## src/rtl/morse_keyer_pkg.sv

```systemverilog
// Shared types and constants for the touchpad Morse keyer.
// States, ASCII codes and a saturating ms-counter helper.
package morse_keyer_pkg;

  typedef enum logic [1:0] {
    ST_IDLE,
    ST_PRESS,
    ST_GAP
  } state_e;

  localparam logic [7:0] ASCII_SPACE   = 8'h20;
  localparam logic [7:0] ASCII_UNKNOWN = 8'h3F;

  function automatic logic [15:0] sat_inc(
    input logic [15:0] v
  );
    return (v == 16'hFFFF) ? v : v + 16'd1;
  endfunction

endpackage

```

## src/rtl/morse_keyer_if.sv

```systemverilog
// Character valid/ready port from the keyer to the message buffer.
// master = keyer side, slave = consumer side.
interface morse_keyer_if;
  import morse_keyer_pkg::*;

  logic       char_valid;
  logic       char_ready;
  logic [7:0] char_ascii;

  modport master (
    output char_valid,
    output char_ascii,
    input  char_ready
  );

  modport slave (
    input  char_valid,
    input  char_ascii,
    output char_ready
  );

endinterface

```

## src/rtl/morse_keyer_lut.sv

```systemverilog
// Morse decode table: symbol count + pattern (dash=1, last symbol
// in LSB) to ASCII; unknown patterns or overlong letters give '?'.
module morse_lut
  import morse_keyer_pkg::*;
(
  input  logic [2:0] sym_count,
  input  logic [4:0] sym_bits,
  input  logic       sym_err,
  output logic [7:0] ascii
);

  always_comb begin
    ascii = ASCII_UNKNOWN;
    case ({sym_count, sym_bits})
      {3'd1, 5'b00000}: ascii = 8'h45;
      {3'd1, 5'b00001}: ascii = 8'h54;
      {3'd2, 5'b00000}: ascii = 8'h49;
      {3'd2, 5'b00001}: ascii = 8'h41;
      {3'd2, 5'b00010}: ascii = 8'h4E;
      {3'd2, 5'b00011}: ascii = 8'h4D;
      {3'd3, 5'b00000}: ascii = 8'h53;
      {3'd3, 5'b00001}: ascii = 8'h55;
      {3'd3, 5'b00010}: ascii = 8'h52;
      {3'd3, 5'b00011}: ascii = 8'h57;
      {3'd3, 5'b00100}: ascii = 8'h44;
      {3'd3, 5'b00101}: ascii = 8'h4B;
      {3'd3, 5'b00110}: ascii = 8'h47;
      {3'd3, 5'b00111}: ascii = 8'h4F;
      {3'd4, 5'b00000}: ascii = 8'h48;
      {3'd4, 5'b00001}: ascii = 8'h56;
      {3'd4, 5'b00010}: ascii = 8'h46;
      {3'd4, 5'b00100}: ascii = 8'h4C;
      {3'd4, 5'b00110}: ascii = 8'h50;
      {3'd4, 5'b00111}: ascii = 8'h4A;
      {3'd4, 5'b01000}: ascii = 8'h42;
      {3'd4, 5'b01001}: ascii = 8'h58;
      {3'd4, 5'b01010}: ascii = 8'h43;
      {3'd4, 5'b01011}: ascii = 8'h59;
      {3'd4, 5'b01100}: ascii = 8'h5A;
      {3'd4, 5'b01101}: ascii = 8'h51;
      {3'd5, 5'b11111}: ascii = 8'h30;
      {3'd5, 5'b01111}: ascii = 8'h31;
      {3'd5, 5'b00111}: ascii = 8'h32;
      {3'd5, 5'b00011}: ascii = 8'h33;
      {3'd5, 5'b00001}: ascii = 8'h34;
      {3'd5, 5'b00000}: ascii = 8'h35;
      {3'd5, 5'b10000}: ascii = 8'h36;
      {3'd5, 5'b11000}: ascii = 8'h37;
      {3'd5, 5'b11100}: ascii = 8'h38;
      {3'd5, 5'b11110}: ascii = 8'h39;
      default:          ascii = ASCII_UNKNOWN;
    endcase
    if (sym_err) ascii = ASCII_UNKNOWN;
  end

endmodule

```

## src/rtl/morse_keyer.sv

```systemverilog
// Touchpad Morse keyer: debounce, dot/dash timing, letter/word gaps,
// decoded ASCII out on a valid/ready port with sticky overflow.
module morse_keyer
  import morse_keyer_pkg::*;
#(
  parameter int TICK_DIV      = 27000,
  parameter int DEBOUNCE_MS   = 20,
  parameter int DOT_MAX_MS    = 250,
  parameter int LETTER_GAP_MS = 600,
  parameter int WORD_GAP_MS   = 1400
) (
  input  logic          cclk,
  input  logic          rstb,
  input  logic          press_in,
  morse_keyer_if.master chr,
  output logic          press_db,
  output logic [2:0]    sym_count,
  output logic          overflow
);

  localparam int DW = (TICK_DIV > 1) ? $clog2(TICK_DIV) : 1;

  logic [DW-1:0] div_q, div_d;
  logic [15:0]   dbc_q, dbc_d;
  logic          db_q, db_d, dbp_q;
  state_e        state_q, state_d;
  logic [15:0]   ms_q, ms_d, ms_inc;
  logic [2:0]    cnt_q, cnt_d;
  logic [4:0]    bits_q, bits_d;
  logic          err_q, err_d;
  logic          word_q, word_d;
  logic          vld_q, vld_d;
  logic [7:0]    asc_q, asc_d;
  logic          ovf_q, ovf_d;
  logic          tick, rise, fall;
  logic          emit, accept;
  logic [7:0]    emit_chr, lut_chr;

  morse_lut u_lut (
    .sym_count (cnt_q),
    .sym_bits  (bits_q),
    .sym_err   (err_q),
    .ascii     (lut_chr)
  );

  always_comb begin
    tick  = (div_q == DW'(TICK_DIV - 1));
    div_d = tick ? '0 : div_q + 1'b1;
    db_d  = db_q;
    dbc_d = dbc_q;
    if (press_in == db_q) begin
      dbc_d = '0;
    end else if (tick) begin
      dbc_d = sat_inc(dbc_q);
      if (dbc_d >= 16'(DEBOUNCE_MS)) begin
        db_d  = press_in;
        dbc_d = '0;
      end
    end
    rise = db_q & ~dbp_q;
    fall = ~db_q & dbp_q;
  end

  always_comb begin
    state_d  = state_q;
    ms_d     = ms_q;
    ms_inc   = sat_inc(ms_q);
    cnt_d    = cnt_q;
    bits_d   = bits_q;
    err_d    = err_q;
    word_d   = word_q;
    emit     = 1'b0;
    emit_chr = '0;
    unique case (state_q)
      ST_IDLE: begin
        if (rise) begin
          state_d = ST_PRESS;
          ms_d    = '0;
        end
      end
      ST_PRESS: begin
        if (tick) ms_d = ms_inc;
        if (fall) begin
          if (cnt_q == 3'd5) begin
            err_d = 1'b1;
          end else begin
            bits_d = {bits_q[3:0], ms_q >= 16'(DOT_MAX_MS)};
            cnt_d  = cnt_q + 3'd1;
          end
          ms_d    = '0;
          state_d = ST_GAP;
        end
      end
      ST_GAP: begin
        if (tick) begin
          ms_d = ms_inc;
          if (ms_inc == 16'(LETTER_GAP_MS) && cnt_q != '0) begin
            emit     = 1'b1;
            emit_chr = lut_chr;
            cnt_d    = '0;
            bits_d   = '0;
            err_d    = 1'b0;
            word_d   = 1'b1;
          end
          if (ms_inc == 16'(WORD_GAP_MS)) begin
            if (word_q) begin
              emit     = 1'b1;
              emit_chr = ASCII_SPACE;
              word_d   = 1'b0;
            end
            state_d = ST_IDLE;
          end
        end
        // a rise on the closing tick lands after the emit above
        if (rise) begin
          state_d = ST_PRESS;
          ms_d    = '0;
        end
      end
      default: state_d = ST_IDLE;
    endcase
  end

  always_comb begin
    vld_d  = vld_q;
    asc_d  = asc_q;
    ovf_d  = ovf_q;
    accept = vld_q & chr.char_ready;
    if (accept) vld_d = 1'b0;
    if (emit) begin
      if (!vld_q || accept) begin
        vld_d = 1'b1;
        asc_d = emit_chr;
      end else begin
        ovf_d = 1'b1;
      end
    end
  end

  always_ff @(posedge cclk) begin
    if (!rstb) begin
      div_q   <= '0;
      dbc_q   <= '0;
      db_q    <= 1'b0;
      dbp_q   <= 1'b0;
      state_q <= ST_IDLE;
      ms_q    <= '0;
      cnt_q   <= '0;
      bits_q  <= '0;
      err_q   <= 1'b0;
      word_q  <= 1'b0;
      vld_q   <= 1'b0;
      asc_q   <= '0;
      ovf_q   <= 1'b0;
    end else begin
      div_q   <= div_d;
      dbc_q   <= dbc_d;
      db_q    <= db_d;
      dbp_q   <= db_q;
      state_q <= state_d;
      ms_q    <= ms_d;
      cnt_q   <= cnt_d;
      bits_q  <= bits_d;
      err_q   <= err_d;
      word_q  <= word_d;
      vld_q   <= vld_d;
      asc_q   <= asc_d;
      ovf_q   <= ovf_d;
    end
  end

  assign chr.char_valid = vld_q;
  assign chr.char_ascii = asc_q;
  assign press_db       = db_q;
  assign sym_count      = cnt_q;
  assign overflow       = ovf_q;

endmodule

```

## src/flat_wrapper.sv

```systemverilog
// flat-port wrapper written by rule: the top's interface ports become plain ports
module morse_keyer_flat import morse_keyer_pkg::*;
#(
  parameter int TICK_DIV      = 27000,
  parameter int DEBOUNCE_MS   = 20,
  parameter int DOT_MAX_MS    = 250,
  parameter int LETTER_GAP_MS = 600,
  parameter int WORD_GAP_MS   = 1400
)
  (cclk, rstb, press_in, press_db, sym_count, overflow, chr_char_valid, chr_char_ascii, chr_char_ready);
  morse_keyer_if chr_i ();
  input  logic cclk;
  input  logic rstb;
  input  logic press_in;
  output logic press_db;
  output logic [2:0] sym_count;
  output logic overflow;
  output wire logic [$bits(chr_i.char_valid)-1:0] chr_char_valid;
  output wire logic [$bits(chr_i.char_ascii)-1:0] chr_char_ascii;
  input wire logic [$bits(chr_i.char_ready)-1:0] chr_char_ready;
  assign chr_char_valid = chr_i.char_valid;
  assign chr_char_ascii = chr_i.char_ascii;
  assign chr_i.char_ready = chr_char_ready;
  morse_keyer #(.TICK_DIV(TICK_DIV), .DEBOUNCE_MS(DEBOUNCE_MS), .DOT_MAX_MS(DOT_MAX_MS), .LETTER_GAP_MS(LETTER_GAP_MS), .WORD_GAP_MS(WORD_GAP_MS)) u_core (.cclk(cclk), .rstb(rstb), .press_in(press_in), .chr(chr_i), .press_db(press_db), .sym_count(sym_count), .overflow(overflow));
endmodule
```

## config.mk

```make
export PLATFORM = sky130hd
export DESIGN_NAME = morse_keyer_flat
export DESIGN_NICKNAME = d
export VERILOG_FILES = /design/src/rtl/morse_keyer_pkg.sv /design/src/rtl/morse_keyer_if.sv /design/src/rtl/morse_keyer_lut.sv /design/src/rtl/morse_keyer.sv /design/src/flat_wrapper.sv
export SDC_FILE = /design/constraint.sdc
export NUM_CORES = 1
export LEC_CHECK = 0
export CAP_MARGIN = 15
export CORE_AREA = 2 2 111 86
export CTS_CLUSTER_SIZE = 20
export DETAILED_ROUTE_END_ITERATION = 8
export DIE_AREA = 0 0 113 88
export PLACE_DENSITY = 0.7
export SLEW_MARGIN = 30
export SYNTH_ARGS = -nofsm -noshare
export SYNTH_HDL_FRONTEND = slang
export SYNTH_SLANG_ARGS = --single-unit
export TNS_END_PERCENT = 50
```

## constraint.sdc

```tcl
create_clock -name cclk -period 6.3 [get_ports cclk]
set_input_delay 0.63 -clock cclk [delete_from_list [all_inputs] [get_ports cclk]]
set_output_delay 0.63 -clock cclk [all_outputs]
set_load 0.1 [all_outputs]
```

# [Word level (Yosys, flattened, before mapping)]
# Index checks and enable logic that the tools add are counted.
[classes] n_mux=47 reduce_logical=17 magnitude_cmp=2 n_bitwise=8 n_eq_ne=53 add_sub_neg=4
[op_table] operator="$pmux W7 S36" n=1
[op_table] operator="$eq A8 B8 Y1 const B" n=22
[op_table] operator="$mux W16" n=7
[op_table] operator="$eq A8 B7 Y1 const B" n=12
[op_table] operator="$pmux W16 S3" n=1
[op_table] operator="$mux W8" n=5
[op_table] operator="$add A16 B1 Y16 const B" n=2
[op_table] operator="$eq A16 B16 Y1 const B" n=2
[op_table] operator="$mux W5" n=4
[op_table] operator="$eq A16 B10 Y1 const B" n=1
[op_table] operator="$eq A16 B11 Y1 const B" n=1
[op_table] operator="$eq A8 B6 Y1 const B" n=2
[op_table] operator="$ge A16 B5 Y1 const B" n=1
[op_table] operator="$ge A16 B8 Y1 const B" n=1
[op_table] operator="$add A15 B1 Y15 const B" n=1
[op_table] operator="$eq A15 B15 Y1 const B" n=1
[op_table] operator="$mux W1" n=15
[op_table] operator="$mux W3" n=4
[op_table] operator="$mux W2" n=5
[op_table] operator="$ne A2 B1 Y1 const B" n=5
[op_table] operator="$pmux W5 S2" n=1
[op_table] operator="$reduce_and A5 Y1" n=2
[op_table] operator="$reduce_and A2 Y1" n=4
[op_table] operator="$mux W7" n=1
[op_table] operator="other kinds (21)" n=30
[word_totals] regBits=71 word_cells=144 inputBits=4 out_inout_bits=14

# [Depth between registers and ports, before layout]
# Gate-level depths: netlist of run 1.
[logic_depth] word_depth=10 mapped_depth=10 depth_no_buf=8

# [Cells and area by module]
# A second synthesis of run 1 with hierarchy kept.
[unflattened] hier_cells=608 hier_area_um2=4805.9
[by_module_without_submodules] mod="morse_keyer" area_each_um2=4056.4 n_inst=1 seq_area_each_um2=1421.4 cells_per_inst=497
[by_module_without_submodules] mod="morse_lut" area_each_um2=749.5 n_inst=1 seq_area_each_um2=0.0 cells_per_inst=111

# [Worst setup path before layout of run 1]
# OpenSTA, ideal clock, no wires.
[synth_path] path_kind="register to register" startpoint="register u_core.cnt_q[1] (netlist: u_core.sym_count[1])" endpoint="register u_core.asc_q[4] (netlist: u_core.chr.char_ascii[4])" slack_ns=3.306 setup_time_ns=0.129 synth_period_minus_slack_ns=2.994 stages_incl_launch_ff=10 t_arrival_ns=2.865 path_buffers=2 t_required_ns=6.171 path_cell_list="dfxtp_1 > clkbuf_1 > or3b_2 > clkbuf_1 > nor2_1 > o22ai_1 > a221oi_1 > o21ai_0 > a211oi_1 > o22ai_1"
[synth_via] elab_chain_cells=8 word_cells_on_any_way=51 classes_between="eq/ne (36); mux (12); reduce/logical (3)"
[synth_lines] item="start, declared" line_no="morse_keyer.sv:28" source="logic [2:0] cnt_q, cnt_d;"
[synth_lines] item="start signal, assigned" line_no="morse_keyer.sv:162" source="cnt_q <= cnt_d;"
[synth_lines] item="$eq A8 B8 Y1 (tied with other cells)" line_no="morse_keyer_lut.sv:14" source="case ({sym_count, sym_bits})"
[synth_lines] item="$pmux W7 S36 / $logic_and A1 B1 Y1 (equally long branches)" line_no="morse_keyer_lut.sv:14, morse_keyer.sv:97"
[synth_lines] item="$mux W7 / $mux W1 (equally long branches)" line_no="morse_keyer_lut.sv:53, morse_keyer.sv:97"
[synth_lines] item="$mux W8 / $mux W1 (equally long branches)" line_no="morse_keyer.sv:97, morse_keyer.sv:106"
[synth_lines] item="$mux W8 / $mux W1 (equally long branches)" line_no="morse_keyer.sv:106, morse_keyer.sv:105"
[synth_lines] item="$mux W8 / $mux W1 (equally long branches)" line_no="morse_keyer.sv:105, morse_keyer.sv:95"
[synth_lines] item="$mux W8 / $mux W1 (equally long branches)" line_no="morse_keyer.sv:95, morse_keyer.sv:74"
[synth_lines] item="$mux W8 / $reduce_and A2 Y1 (equally long branches)"
[synth_lines] item="end signal, assigned" line_no="morse_keyer.sv:167" source="asc_q <= asc_d;"
[synth_lines] item="end, declared" line_no="morse_keyer.sv:33" source="logic [7:0] asc_q, asc_d;"
# Several ways; a longest one is shown, not always the timed one.
# A chain may end at the register's enable or synchronous reset.

# [Worst setup path after layout of run 1]
[layout_path] startpoint="register u_core.ms_q[1]" endpoint="register u_core.err_q"
[layout_via] elab_chain_cells=6 word_cells_on_any_way=7 classes_between="add/sub (1); eq/ne (3); mux (1); reduce/logical (2)"
[layout_lines] item="start, declared" line_no="morse_keyer.sv:27" source="logic [15:0] ms_q, ms_d, ms_inc;"
[layout_lines] item="start signal, assigned" line_no="morse_keyer.sv:161" source="ms_q <= ms_d;"
[layout_lines] item="$add A16 B1 Y16 / $eq A16 B16 Y1 (equally long branches)" line_no="morse_keyer_pkg.sv:17" source="return (v == 16'hFFFF) ? v : v + 16'd1;"
[layout_lines] item="$mux W16 *" line_no="morse_keyer_pkg.sv:17"
[layout_lines] item="$eq A16 B10 Y1 *" line_no="morse_keyer.sv:97" source="if (ms_inc == 16'(LETTER_GAP_MS) && cnt_q != '0) begin"
[layout_lines] item="$logic_and A1 B1 Y1 *" line_no="morse_keyer.sv:97"
[layout_lines] item="$ne A2 B1 Y1 (no source line) *"
[layout_lines] item="$reduce_and A5 Y1 (no source line) *"
[layout_lines] item="end signal, assigned" line_no="morse_keyer.sv:164" source="err_q <= err_d;"
[layout_lines] item="end, declared" line_no="morse_keyer.sv:30" source="logic err_q, err_d;"
# Mark *: on every way between the ends. The rest lies on a longest branch, timed or not.

==> summary.md, run 1 <==
| Metric | Value |
|---|---|
| Crit. End Element | `flop` |
| Gpl congestion | `0.9902` |
| Clk buf depth | `2` |
| GRT Util Overall | `23.35%` |
| Share of layout cells above drive strength 1 | `6.902%` |
| Maxcap violations | `0` |
| Hold-fix buffers at CTS | `0` |
| Clock skew | `0.007836 ns` |
| Reg-to-Reg Start | `u_core.ms_q[1]` |
| Average size of a mapped cell | `7.827 sq um` |
| GRT busiest layer | `met1` |
| Clock root buffer | `clkbuf_16` |
| Status | `finished with violations` |
| Hpwl dp | `8196 microns` |
| Setup crit start kind | `flop` |
| VDD IR max | `0.1362 mV` |
| Full die area | `9944 sq um` |
| Post-synth ARST share | `0%` |
| Setup WS post-layout | `2.880 ns` |
| Area Growth Syn to Fin | `9.533%` |
| Worst path required time | `6.52 ns` |
| Area of the mapped netlist | `4712 sq um` |
| GR Layer Usage met1 | `37.21%` |
| Predominant post-synthesis flop cell | `dfxtp_1` |
| Largest family of logic cells by synthesized area | `simple AND/OR/NAND/NOR gates` |
| Core Footprint | `8859 sq um` |
| Util after Layout | `58.26%` |
| Cell count after synthesis | `602` |
| N_diodes | `0` |
| CP max stage delay | `0.76 ns` |
| Adder-cell share of the synthesized area | `2.921%` |
| Post-synthesis xor/xnor area fraction | `4.833%` |
| TritonRoute pass-1 iters | `7` |
| ANT nets after route | `0` |
| Grt met3 use | `4.983%` |
| Largest net degree at the start of global routing | `35` |
| Initial core utilization | `53.19%` |
| Area leader, netlist | `dfxtp_1` |
| Die width | `113 microns` |
| Min-delay worst type | `reg2reg` |
| Leak Pwr | `1.736 nW` |
| Vias in the first global route | `3,770` |
| Complex-gate fraction of the synthesized area | `21.80%` |
| Final setup TNS | `0 ns` |
| DRT Wirelength | `11,530 microns` |
| Critical path class | `reg2reg` |
| GR Util met2 | `30.70%` |
| Dpl cell area | `4845 sq um` |
| Io pins | `18` |
| Vias post-DR | `4,549` |
| Unrepaired setup endpoints after global routing | `no` |
| Post-route cell area | `5161 sq um` |
| Final setup violation count | `0` |
| Final period util | `54.29%` |
| Global-route wire length before repair | `18,910 microns` |
| # fillers | `787` |
| Final slew viol count | `0` |
| Post-CTS sizing | `0` |
| Sequential fraction of the synthesis area | `29.74%` |
| Max Clock Freq | `0.2924 GHz` |
| Ys Warns | `0` |
| Synthesis-stage register bit count | `70` |
| CTS tree | `built` |
| H-tree Lvls | `3` |
| Crit-path max FO | `11` |
| Minimum clock period | `3.420 ns` |
| Post-Synth Simple-Gate Area | `34.12%` |
| Via density | `6.443` |
| Top post-synthesis cells by area | `dfxtp_1 30%, nor2_1 4.9%, nand2_1 4.8%, ha_1 2.9%, o21ai_0 2.7%` |
| Relative slew slack | `33.28%` |
| Post-route DRC violation count | `1` |
| Initial antenna violation count | `0` |
| Failing checks | `design-rule violations` |
| Clk sinks | `70` |
| Post-synth top area share | `29.74%` |
| GRT overflow | `0` |
| # rows | `30` |
| Crit-path cells | `ha_1, nand3_1, nor3_1, mux2_2, nor4_1, nand4_1, a32o_1` |
| Worst-path clk slew | `0.05 ns` |
| Clock latency on the worst-skew pair | `0.33 ns` |
| Initial drt markers | `431` |
| Number of buffers created by CTS | `9` |
| Netlist cell types | `84` |
| Hold_ws | `0.4489 ns` |
| Worst path slowest cell | `nor4_1` |
| DP Worst Slack | `2.989 ns` |
| Hold Crit Start | `u_core.chr.char_ascii[2]` |
| Fin. Hold Viols | `0` |
| Crit path launch | `u_core.ms_q[1]` |
| Net Count, Synth | `617` |
| Mux contribution to synthesized area | `1.514%` |
| P per Cell Area | `194.6 nW/um^2` |
| Layout net count | `604` |
| Post-CTS Setup Repair Bufs | `0` |
| Crit path DAT | `3.64 ns` |
| Worst Tran Pin Value | `0.9977 ns` |
| Number of synthesized flops with an enable pin | `0` |
| Die Y | `88 microns` |
| Number of port buffers | `16` |
| DR WL/cell | `16.33 microns` |
## path summary, 6_finish.rpt
| check | end | slack (ns) | depth (start not counted) |
|---|---|---|---|
| setup / recovery | u_core.err_q | 2.88 | 7 |
| hold / removal | u_core.chr.char_ascii[2] | 0.45 | 2 |
| setup reg to reg | u_core.err_q | 2.88 | 7 |
| hold reg to reg | u_core.chr.char_ascii[2] | 0.45 | 2 |
## per-layer routing
metal / up-vias / wire length [microns]
li1: 2219 / -
met1: 2128 / 5950
met2: 191 / 4588
met3: 11 / 884
met4: 0 / 102
met5: - / 0
## area by class of cell
type | count | area [sq um] | share of cell area, %
clock buffer | 12 | 246.5 | 4.776
clock inverter | 4 | 70.07 | 1.358
inverter | 16 | 60.06 | 1.164
multi-input combinational | 475 | 3075 | 59.59
sequential | 70 | 1401 | 27.15
tap | 112 | 140.1 | 2.715
timing repair buffer | 17 | 167.7 | 3.248
## placed cells by master (no fill, tap or decap), drive strengths merged, types with 13 or more instances in the layout
cell type,instances
clkdlybuf4s50,16
nor3,16
nor2,61
nand3,19
xnor2,13
dfxtp,70
nand2,61
inv,16
nand4,20
and3,16
xor2,13
o21ai,30
nor4,18
a21oi,24
## cell usage after synthesis (all sizes together), types with 4 or more instances
master / count
a21oi: 24
nand2b: 5
nand4: 20
and2: 5
a21boi: 7
nor4b: 5
buf: 17
and3: 16
nand3: 19
dfxtp: 70
clkbuf: 24
or2: 5
nand3b: 6
a211oi: 11
nor3: 16
a31o: 4
o31ai: 5
xor2: 13
o2111ai: 5
nor2b: 10
nand2: 61
xnor2: 13
and4: 7
nor4: 18
o22ai: 10
o211ai: 5
or3: 11
mux2i: 6
ha: 11
o31a: 6
or4: 5
a31oi: 7
nor2: 61
inv: 16
o21ai: 30
## registers in the layout, summed over array words and instances, names as in the netlist
| signal | cells |
|---|---|
| u_core.chr.char_ascii | 7 |
| u_core.overflow | 1 |
| u_core.bits_q | 5 |
| u_core.dbc_q | 16 |
| u_core.word_q | 1 |
| u_core.div_q | 15 |
| u_core.state_q | 2 |
| u_core.press_db | 1 |
| u_core.sym_count | 3 |
| u_core.dbp_q | 1 |
| u_core.ms_q | 16 |
| u_core.err_q | 1 |
| u_core.chr.char_valid | 1 |
## report_power, final
group	switching [mW]	internal (mW)
combinational	0.0125	0.00518
clock	0.184	0.356
sequential	0.00205	0.445
## critical path: cells and delay by family (launching register included)
kind | cells | cell delay (ns)
compound gates | 1 | 0.31
fa+ha+maj | 1 | 0.33
flops | 1 | 0.49
mux | 1 | 0.41
simple gates | 4 | 1.77
## through the flow
| step | std cells | power [mW] |
|---|---|---|
| 2_1_floorplan | 602 | 0.4683 |
| 3_3_place_gp | 690 | 0.4733 |
| 3_5_place_dp | 690 | 0.4738 |
| 4_1_cts | 706 | 1.014 |
| 5_1_grt | 706 | 1.033 |
| 6_report | 706 | 1.005 |
## logic make-up (layout without fill, tap and decap cells)
family | count (synthesis) | after routing
compound gates | 146 | 146
xor+xnor | 26 | 26
fa+ha+maj | 11 | 11
buf+inv | 57 | 49
flops | 70 | 70
mux | 7 | 7
other cells | 1 | 1
simple gates | 284 | 284
(Power assumes the default switching activity.)
==> run 2: changes to the inputs <==
Settings changed: PLACE_DENSITY 0.7 to 0.73.
Clock period 6.3 ns to 3.1 ns, I/O delays scaled along.
==> summary.md, run 2 (synthesis results as in run 1) <==
| Metric | Value |
|---|---|
| Post-CTS sizing | `0 (unchanged)` |
| Global-route wire length before repair | `20,360 microns (was 18,910 microns)` |
| Seq pwr share | `45.8% (was 44.5%)` |
| Unrepaired setup endpoints after global routing | `no (unchanged)` |
| Commonest non-fill, non-tap cell in the layout | `dfxtp_1 (unchanged)` |
| Hold_ws | `0.4519 ns (was 0.4489 ns)` |
| Final slew viol count | `0 (unchanged)` |
| Sw frac | `21.48% (was 19.78%)` |
| Most frequent cells in the layout | `70 x dfxtp_1, 61 x nor2_1, 60 x nand2_1 (unchanged)` |
| Status | `finished with violations (unchanged)` |
| Core Footprint | `8859 sq um (unchanged)` |
| Number of port buffers | `16 (unchanged)` |
| P per Cell Area | `377.6 nW/um^2 (was 194.6 nW/um^2)` |
| Maxcap violations | `0 (unchanged)` |
| Crit-path max FO | `7 (was 11)` |
| Worst Tran Pin Value | `0.9804 ns (was 0.9977 ns)` |
| Final setup TNS | `0 ns (unchanged)` |
| Pint | `1.554 mW (was 0.8058 mW)` |
| ANT nets after route | `0 (unchanged)` |
| Worst-path clk slew | `0.06 ns (was 0.05 ns)` |
| VDD IR max | `0.2244 mV (was 0.1362 mV)` |
| Final period util | `95.49% (was 54.29%)` |
| Clock root buffer | `clkbuf_16 (unchanged)` |
| # rows | `30 (unchanged)` |
| TritonRoute pass-1 iters | `7 (unchanged)` |
| GRT overflow | `0 (unchanged)` |
| Reg-to-Reg Start | `u_core.ms_q[1] (unchanged)` |
| Post-CTS Setup Repair Bufs | `0 (unchanged)` |
| Full die area | `9944 sq um (unchanged)` |
| Clock Power Share | `52.4% (was 53.8%)` |
| Register-to-register setup slack | `0.14 ns (was 2.88 ns)` |
| Gpl congestion | `1.041 (was 0.9902)` |
| Crit path launch | `u_core.ms_q[1] (unchanged)` |
| Comb power frac | `1.8% (about the same)` |
| Dpl cell area | `4945 sq um (was 4845 sq um)` |
| Largest net degree at the start of global routing | `33 (was 35)` |
| Fin. Hold Viols | `0 (unchanged)` |
| Hpwl dp | `8473 microns (was 8196 microns)` |
| Clock latency on the worst-skew pair | `0.34 ns (was 0.33 ns)` |
| Power consumption | `1.980 mW (was 1.005 mW)` |
| Initial antenna violation count | `0 (unchanged)` |
| DRT Wirelength | `11,830 microns (was 11,530 microns)` |
| N_diodes | `0 (unchanged)` |
| Switching power total | `0.4251 mW (was 0.1987 mW)` |
| Leak Pwr | `1.808 nW (was 1.736 nW)` |
| Initial core utilization | `53.19% (unchanged)` |
| Crit path DAT | `3.16 ns (was 3.64 ns)` |
| Io pins | `18 (unchanged)` |
| Clk buf depth | `2 (unchanged)` |
| Share of layout cells above drive strength 1 | `10.20% (was 6.902%)` |
| Crit. End Element | `flop (unchanged)` |
| Min-delay worst type | `reg2reg (unchanged)` |
| Reg2reg end | `u_core.chr.char_ascii[6] (was u_core.err_q)` |
| Clk sinks | `70 (unchanged)` |
| GRT Util Overall | `24.97% (was 23.35%)` |
| H-tree Lvls | `3 (unchanged)` |
| Post-route DRC violation count | `3 (was 1)` |
| Final setup violation count | `0 (unchanged)` |
| Setup crit start kind | `flop (unchanged)` |
| Non-Filler Instances | `720 (was 706)` |
| Critical path class | `reg2reg (unchanged)` |
| Placed Cells | `705 (was 690)` |
| Clock skew | `0.006143 ns (was 0.007836 ns)` |
| Initial drt markers | `578 (was 431)` |
| Number of buffers created by CTS | `9 (unchanged)` |
| Util after Layout | `59.18% (was 58.26%)` |
| Relative slew slack | `34.44% (was 33.28%)` |
| Critical Path Sink | `u_core.chr.char_ascii[6] (was u_core.err_q)` |
| Setup WS post-layout | `0.1397 ns (was 2.880 ns)` |
| Vias post-DR | `4,568 (was 4,549)` |
| Layout net count | `619 (was 604)` |
| DP Worst Slack | `0.2265 ns (was 2.989 ns)` |
| Area Growth Syn to Fin | `11.26% (was 9.533%)` |
| Vias in the first global route | `4,190 (was 3,770)` |
| DR WL/cell | `16.43 microns (was 16.33 microns)` |
| Worst path required time | `3.30 ns (was 6.52 ns)` |
| CTS tree | `built (unchanged)` |
| Max Clock Freq | `0.3378 GHz (was 0.2924 GHz)` |
| Die width | `113 microns (unchanged)` |
| Die Y | `88 microns (unchanged)` |
| Hold-fix buffers at CTS | `0 (unchanged)` |
| Failing checks | `design-rule violations (unchanged)` |
| Post-route cell area | `5243 sq um (was 5161 sq um)` |
| # fillers | `817 (was 787)` |
| Largest regs | `u_core.dbc_q (16), u_core.ms_q (16), u_core.div_q (15) (unchanged)` |
| Minimum clock period | `2.960 ns (was 3.420 ns)` |
| Reg2Reg Depth | `7 (unchanged)` |
| Via density | `6.344 (was 6.443)` |
## run 2: cell count changes in the layout (fill, tap and decap cells not counted), sizes merged
cell	before	now
buf	1	21
bufinv	2	1
clkbuf	12	10
clkdlybuf4s50	16	11
clkinv	2	1
clkinvlp	0	2
inv	16	17
## run 2: layout make-up
type,instances,area (sq um),area share [%]
timing repair buffer,32,267.8,5.107
sequential,70,1401,26.73
clock buffer,10,239.0,4.558
inverter,16,60.06,1.146
clock inverter,5,58.81,1.122
tap,112,140.1,2.673
multi-input combinational,475,3075,58.66
## run 2: how the worst min path moves through the flow
stage | start | to | slack [ns] | cells past startpoint
floorplan | u_core.div_q[0] | u_core.div_q[0] | 0.44 | 1
global placement | u_core.chr.char_ascii[3] | u_core.chr.char_ascii[3] | 0.44 | 2
detailed placement | u_core.chr.char_ascii[3] | u_core.chr.char_ascii[3] | 0.45 | 2
CTS | u_core.chr.char_ascii[3] | u_core.chr.char_ascii[3] | 0.45 | 2
global route | u_core.chr.char_ascii[3] | u_core.chr.char_ascii[3] | 0.47 | 2
finish | u_core.chr.char_ascii[3] | u_core.chr.char_ascii[3] | 0.45 | 2
## run 2: power groups by stage
stage          Sequential (mW)  Clock [mW]  Combinational (mW)
2_1_floorplan            0.926           0              0.0259
3_3_place_gp             0.927           0              0.0351
3_5_place_dp             0.927           0              0.0359
4_1_cts                  0.907        1.05              0.0361
5_1_grt                  0.907        1.09              0.0399
6_report                 0.907        1.04              0.0359
## run 2: critical path: stages (launching register included)
cell and delay, ns:
dfxtp_1 0.33, ha_1 0.26, nand3_1 0.22, nor3_1 0.43
mux2_2 0.42, or4_1 0.67, a211oi_4 0.36, o22ai_1 0.14
## run 2: metal layers
metal / vias up / share of wire [%] / global-route usage (%)
met3: 23 / 7.2 / 5.536
li1: 2242 / - / -
met2: 162 / 44 / 38.76
met5: - / 0 / 0
met4: 0 / 1.3 / 6.319
met1: 2141 / 47 / 35.46
